**src/rtl/keypad_scan_ctrl.sv**
```systemverilog
// Column-strobed 4x4 keypad scanner: freezes on a press, debounces, emits one
// key_valid pulse per press, and waits for a stable release before rescanning.
//
// state           | meaning
// ----------------+-----------------------------------------------------------
// ST_SCAN         | strobe col_idx for SCAN_DIV cycles, sample rows at dwell end
// ST_DEBOUNCE     | scan frozen, rows must match pat for DEBOUNCE_CYC cycles
// ST_CAPTURE      | single cycle, key_code holds new key and key_valid is high
// ST_WAIT_RELEASE | rows must read zero for RELEASE_CYC cycles before rescanning
module keypad_scan_ctrl #(
    parameter int unsigned SCAN_DIV     = 27000,
    parameter int unsigned DEBOUNCE_CYC = 15000,
    parameter int unsigned RELEASE_CYC  = 15000
) (
    input  logic       clk,
    input  logic       reset,
    input  logic [3:0] row_in,
    output logic [3:0] col_out,
    output logic [3:0] key_code,
    output logic       key_valid,
    output logic       busy
);

    localparam logic [31:0] SCAN_LAST = 32'(SCAN_DIV - 1);
    localparam logic [31:0] DEB_LAST  = 32'(DEBOUNCE_CYC - 1);
    localparam logic [31:0] REL_LAST  = 32'(RELEASE_CYC - 1);

    typedef enum logic [1:0] {
        ST_SCAN,
        ST_DEBOUNCE,
        ST_CAPTURE,
        ST_WAIT_RELEASE
    } state_t;

    state_t      state, state_nxt;
    logic [31:0] count, count_nxt;
    logic [1:0]  col_idx, col_idx_nxt;
    logic [3:0]  pat, pat_nxt;
    logic [3:0]  key_code_nxt;
    logic [3:0]  row_m, row_s;
    logic [1:0]  row_idx;

    always_ff @(posedge clk or posedge reset) begin
        if (reset) begin
            row_m <= 4'd0;
            row_s <= 4'd0;
        end else begin
            row_m <= row_in;
            row_s <= row_m;
        end
    end

    always_ff @(posedge clk or posedge reset) begin
        if (reset) begin
            state    <= ST_SCAN;
            count    <= 32'd0;
            col_idx  <= 2'd0;
            pat      <= 4'd0;
            key_code <= 4'd0;
        end else begin
            state    <= state_nxt;
            count    <= count_nxt;
            col_idx  <= col_idx_nxt;
            pat      <= pat_nxt;
            key_code <= key_code_nxt;
        end
    end

    // Several rows held at once resolve to the lowest row index.
    always_comb begin
        row_idx = 2'd0;
        if (pat[0])      row_idx = 2'd0;
        else if (pat[1]) row_idx = 2'd1;
        else if (pat[2]) row_idx = 2'd2;
        else if (pat[3]) row_idx = 2'd3;
    end

    always_comb begin
        state_nxt    = state;
        count_nxt    = count + 32'd1;
        col_idx_nxt  = col_idx;
        pat_nxt      = pat;
        key_code_nxt = key_code;
        case (state)
            ST_SCAN: begin
                if (count == SCAN_LAST) begin
                    count_nxt = 32'd0;
                    if (row_s != 4'd0) begin
                        pat_nxt   = row_s;
                        state_nxt = ST_DEBOUNCE;
                    end else begin
                        col_idx_nxt = col_idx + 2'd1;
                    end
                end
            end
            ST_DEBOUNCE: begin
                if (row_s != pat) begin
                    state_nxt = ST_SCAN;
                    count_nxt = 32'd0;
                end else if (count == DEB_LAST) begin
                    // Load on entry to CAPTURE so key_code changes with key_valid.
                    state_nxt    = ST_CAPTURE;
                    count_nxt    = 32'd0;
                    key_code_nxt = {row_idx, col_idx};
                end
            end
            ST_CAPTURE: begin
                state_nxt = ST_WAIT_RELEASE;
                count_nxt = 32'd0;
            end
            ST_WAIT_RELEASE: begin
                if (row_s != 4'd0) begin
                    count_nxt = 32'd0;
                end else if (count == REL_LAST) begin
                    state_nxt   = ST_SCAN;
                    count_nxt   = 32'd0;
                    col_idx_nxt = col_idx + 2'd1;
                end
            end
            default: begin
                state_nxt = ST_SCAN;
                count_nxt = 32'd0;
            end
        endcase
    end

    assign col_out   = 4'b0001 << col_idx;
    assign busy      = (state != ST_SCAN);
    assign key_valid = (state == ST_CAPTURE);

endmodule

```
**config.mk**
```make
export PLATFORM = sky130hd
export DESIGN_NAME = keypad_scan_ctrl
export DESIGN_NICKNAME = d
export VERILOG_FILES = /design/src/rtl/keypad_scan_ctrl.sv
export SDC_FILE = /design/constraint.sdc
export NUM_CORES = 1
export LEC_CHECK = 0
export BUFFER_PORTS_ARGS = -buffer_cell sky130_fd_sc_hd__buf_2
export CAP_MARGIN = 30
export CORE_MARGIN = 2
export CORE_UTILIZATION = 45
export DETAILED_ROUTE_END_ITERATION = 10
export PLACE_DENSITY_LB_ADDON = 0.3
export SYNTH_ARGS = -nofsm -noshare
export SYNTH_HDL_FRONTEND = slang
export SYNTH_SLANG_ARGS = --single-unit
```
**constraint.sdc**
```tcl
create_clock -name clk -period 5.15 [get_ports clk]
set_clock_uncertainty 0.15 [all_clocks]
set_input_delay 0.2575 -clock clk [delete_from_list [all_inputs] [get_ports clk]]
set_output_delay 0.2575 -clock clk [all_outputs]
set_load 0.02 [all_outputs]
```
Word-level counts from Yosys, hierarchy flattened
Index checks and enable logic that the tools add are counted.
{"block": "word_totals", "ff_bits": 52, "inputBits": 6, "out_inout_bits": 10, "word_cells": 52}
{"block": "op_classes", "bitwise": 1, "n_eq_ne": 12, "mux": 21, "n_shift": 1, "n_reduce_logical": 8, "n_addsub": 2}
{"cell": "2-to-1 mux 32 bit", "count": 4}
{"cell": "case mux 32 bit (4 select lines)", "count": 1}
{"cell": "adder 32 x 1 -> 32 bit (second input constant)", "count": 1}
{"cell": "== test 32 x 14 -> 1 bit (second input constant)", "count": 1}
{"cell": "== test 32 x 15 -> 1 bit (second input constant)", "count": 1}
{"cell": "2-to-1 mux 2 bit", "count": 14}
{"cell": "!= test 2 bit (second input constant)", "count": 5}
{"cell": "AND reduction 5 bit", "count": 2}
{"cell": "case mux 2 bit (4 select lines)", "count": 1}
{"cell": "AND reduction 3 bit", "count": 2}
{"cell": "== test 2 bit (second input constant)", "count": 2}
{"cell": "!= test 4 bit", "count": 1}
{"cell": "case mux 2 bit (2 select lines)", "count": 1}
{"cell": "nonzero test 2 bit", "count": 2}
{"cell": "nonzero test 4 bit", "count": 1}
{"cell": "left shift 1 x 2 -> 4 bit (first input constant)", "count": 1}
{"cell": "!= test 3 bit (second input constant)", "count": 1}
{"cell": "adder 2 x 1 -> 2 bit (second input constant)", "count": 1}
{"cell": "== test 2 x 1 -> 1 bit (second input constant)", "count": 1}
{"cell": "logical NOT 2 bit", "count": 1}
{"cell": "NOT 1 bit", "count": 1}

Logic depth before layout (Yosys ltp)
{"block": "logic_depth", "ltp_word": 4, "ltp_mapped": 7, "mapped_depth_nobuf": 6}

Least setup slack after synthesis
No wires, ideal clock.
{"block": "synth_timing", "path_kind": "flip-flop to flip-flop", "startpoint": "reg count[10]", "endpoint": "reg pat[1]", "synth_period_minus_slack_ps": 2154, "setup_time_ps": 125, "arrival_time_ps": 1879, "required_time_ps": 4875, "n_path_buf": 0, "setup_slack_ps": 2996, "stages_incl_launch_ff": 6, "path_cell_list": "dfrtp_1 nor4b_2 nand3_1 or3_4 or3_4 mux2_4"}
{"block": "synth_between", "elab_chain_cells": 2}
{"element": "from (decl)", "line": "36", "rtl": "logic [31:0] count, count_nxt;"}
{"element": "from (signal assigned)", "line": "62", "rtl": "count <= count_nxt;"}
{"element": "== test 32 x 15 -> 1 bit", "line": "86", "rtl": "if (count == SCAN_LAST) begin"}
{"element": "AND reduction 3 bit (no line)"}
{"element": "to (signal assigned)", "line": "64", "rtl": "pat <= pat_nxt;"}
{"element": "to (decl)", "line": "38", "rtl": "logic [3:0] pat, pat_nxt;"}
No other way between the ends.
A chain may end at the register's enable or synchronous reset.

Worst setup path in the final report
{"block": "layout_timing", "startpoint": "reg count[0]", "endpoint": "reg key_code[0]"}
{"block": "layout_between", "elab_chain_cells": 2}
{"element": "== test 32 x 14 -> 1 bit", "line": "100", "rtl": "end else if (count == DEB_LAST) begin"}
{"element": "AND reduction 3 bit (no line)"}
{"element": "to (signal assigned)", "line": "65", "rtl": "key_code <= key_code_nxt;"}
{"element": "to (decl)", "line": "19", "rtl": "output logic [3:0] key_code,"}
No other way between the ends.

==> results.py <==
metrics = {
    "drt": {
        "postRouteAntennaNets": 0,
        "vias_per_cell": 5.353,
        "dr_total_vias": 1836,
        "wire_per_inst_um": 13.97,
        "dr.pass1.iters": 4,
        "drt_iter0_markers": 152,
        "wl_um": 4792,
        "route.detailed.drc": 0,
    },
    "sta": {
        "drv_slew": 0,
        "hold_slack_ns": 0.2084,
        "final.min_clock_period_ns": 2.351,
        "max_slew_margin_pct": 39.33,
        "worst_pin_slew_ns": 0.9031,
        "tns_ns": 0,
        "rsz0062_at_grt": "no",
        "timing.final.crit_share_pct": 45.65,
        "hold_violations": 0,
        "setup_viol_count_final": 0,
        "max_freq_ghz": 0.4253,
    },
    "synthesis": {
        "syn-instance-count": 248,
        "syn_area_mm2": 0.002585,
        "synth_seq_cells": 52,
        "synthAdderAreaFrac_pct": 2.904,
        "syn_avg_cell_area_um2": 10.42,
        "ys_types": 39,
        "synth_edf_count": 0,
        "synth_xor_area_share_pct": 10.50,
        "synth_top_family_by_area": "simple AND/OR/NAND/NOR gates",
        "synth_ff_type": "dfrtp_1",
        "synth-warning-count": 0,
        "synth_compound_area_share_pct": 4.259,
        "synth_async_sr_flop_share_pct": 100.0,
        "synth.area.mux_share_pct": 3.340,
        "synth_fp_nets": 260,
        "synth_simple_gate_area_share_pct": 26.38,
        "ys_seq_area_share_pct": 50.34,
    },
    "job": {
        "cap_violations": 0,
    },
    "critical_path": {
        "critPathLaunchType": "flip-flop",
        "end_kind": "flip-flop",
        "worstSetupStartpoint": "count[0]$_DFF_PP0_",
        "worstPathRequired_ns": 5.19,
        "cp.arrival_ns": 2.39,
        "path_class": "reg -> reg",
        "critical_path.max_fanout": 5,
        "r2r_start": "count[0]$_DFF_PP0_",
    },
    "layout": {
        "register_area_mm2": 0.001301,
        "diodes": 0,
        "layout.cells.most_common": "dfrtp_1",
        "fill_cells": 522,
        "stdcell_area_mm2": 0.002893,
        "layout-drive-gt1-share_pct": 16.61,
        "layout.nets": 282,
        "instances_no_fill": 343,
        "synthToLayoutAreaGrowth_pct": 11.91,
        "layout_common_cells": "52 x dfrtp_1, 41 x nor2_1, 21 x xor2_1",
        "multi_input_area_mm2": 0.001225,
    },
    "power_and_ir_drop": {
        "leakagePower_nw": 1.364,
        "p_per_area_mw_per_mm2": 232.4,
        "vdd_drop_max_mv": 0.1469,
    },
    "die": {
        "ios": 16,
        "fp.dieW_um": 79.79,
        "start_util_pct": 46.66,
        "row_count": 27,
        "die_area_mm2": 0.006366,
        "core-area_mm2": 0.005540,
        "die_h_um": 79.79,
    },
    "cts": {
        "cts-root-buf": "clkbuf_8",
        "cts.sinks": 52,
        "cts_buffer_depth": 2,
        "clk_latency_ns": 0.30,
        "cts-htree-levels": 2,
        "cts_resized": 0,
        "cts_tree": "built",
        "cts_buffers": 5,
        "path_clk_slew_ns": 0.10,
    },
    "grt": {
        "grt_use_total_pct": 16.44,
        "overflow": 0,
        "grt_pass1_vias": 1803,
        "antenna_found_initial": 0,
        "grt_pass1_wl_um": 8335,
        "grt_max_degree": 40,
    },
    "place": {
        "placedInstanceArea_mm2": 0.002749,
        "io_buffers": 15,
        "place_hpwl_um": 3279,
        "gp_congestion": 0.8298,
        "dp_cells": 330,
    },
    "min_path": {
        "min_from": "row_m[1]$_DFF_PP0_",
        "hp-class": "reg -> reg",
    },
    "run_status": {
        "status": "finished, final reports clean",
    },
}
## state kept, by name (all words and copies together) (netlist names), named ones only
register and count:
count 32, pat 4, row_s 4, key_code 4, row_m 4, col_idx 2
state 1
## routing by layer
metal | share of wire [%] | track usage, % | wire [µm] | vias up
li1 | - | - | - | 907
met1 | 48 | 21.40 | 2318 | 901
met2 | 49 | 28.49 | 2331 | 26
met3 | 2.6 | 3.507 | 125 | 2
met4 | 0.33 | 3.051 | 16 | 0
met5 | 0 | 0 | 0 | -
## repair_timing
action	4_1_cts	5_1_grt
hold endpoints to repair	17	0
hold buffers	5	0
buffers inserted	0	0
## power by group
part / switching (mW) / internal, mW / total (mW) / leakage [nW]
clock network: 0.143 / 0.0994 / 0.243 / 0.0452
registers: 0.00182 / 0.411 / 0.413 / 0.694
logic: 0.0100 / 0.00645 / 0.0165 / 0.625
total: 0.155 / 0.517 / 0.672 / 1.36
## metrics by stage
| step | setup slack (ns) | total power [mW] | utilization, % |
|---|---|---|---|
| after floorplan | 2.996 | 0.4284 | - |
| after global routing | 2.626 | 0.6988 | 52.21 |
| after global placement | 2.853 | 0.4331 | 49.25 |
| final | 2.799 | 0.6722 | 52.21 |
| after detailed placement | 2.782 | 0.4353 | 49.62 |
| after CTS | 2.777 | 0.6823 | 52.21 |
## critical path, cell delays in order, from the launching register on
cell and delay, ns:
dfrtp_1 0.42, ha_1 0.20, nand2_1 0.09, nor4_1 0.32
nand4bb_1 0.24, or3_1 0.49, mux2_4 0.33
## kinds of logic (layout without fill, tap and decap cells)
family	Yosys count	after routing
multiplexers	6	6
buffers and inverters	14	37
adder cells (fa/ha/maj)	6	6
AND/OR/NAND/NOR	125	125
flip-flops	52	52
XOR/XNOR	31	31
AO/OA/AOI/OAI	14	14
## synth_stat cells, drive strengths merged (2+ instances only)
| cell | instances | share of area (%) |
|---|---|---|
| a21oi | 2 | 0.39 |
| a22o | 3 | 1.2 |
| and3 | 6 | 1.5 |
| and4 | 6 | 2.1 |
| buf | 5 | 0.97 |
| clkbuf | 3 | 0.44 |
| dfrtp | 52 | 50 |
| ha | 6 | 2.9 |
| inv | 6 | 0.87 |
| mux2 | 6 | 3.3 |
| nand2 | 13 | 1.9 |
| nand2b | 2 | 0.48 |
| nand3 | 15 | 2.9 |
| nand4 | 12 | 2.9 |
| nor2 | 41 | 6.0 |
| nor2b | 5 | 1.2 |
| nor3 | 4 | 0.77 |
| nor4 | 8 | 2.2 |
| o21ai | 4 | 0.77 |
| or3 | 6 | 1.9 |
| xnor2 | 10 | 3.4 |
| xor2 | 21 | 7.1 |
## final timing paths
check,end,slack (ns),cells past startpoint
worst max-delay path,key_code[0]$_DFFE_PP0P_,2.80,6
worst min-delay path,row_s[1]$_DFF_PP0_,0.21,0
worst max register to register,key_code[0]$_DFFE_PP0P_,2.80,6
worst min register to register,row_s[1]$_DFF_PP0_,0.21,0
max in group asynchronous,count[3]$_DFF_PP0_,4.05,4
min in group asynchronous,count[25]$_DFF_PP0_,0.29,3
## layout make-up
class / instances / area share [%]
tap: 72 / 3.114
sequential: 52 / 44.98
timing repair buffer: 23 / 5.536
clock buffer: 5 / 2.379
inverter: 6 / 0.7785
clock inverter: 3 / 0.8651
multi-input combinational: 182 / 42.34
Power figures use the tool's default switching activity.
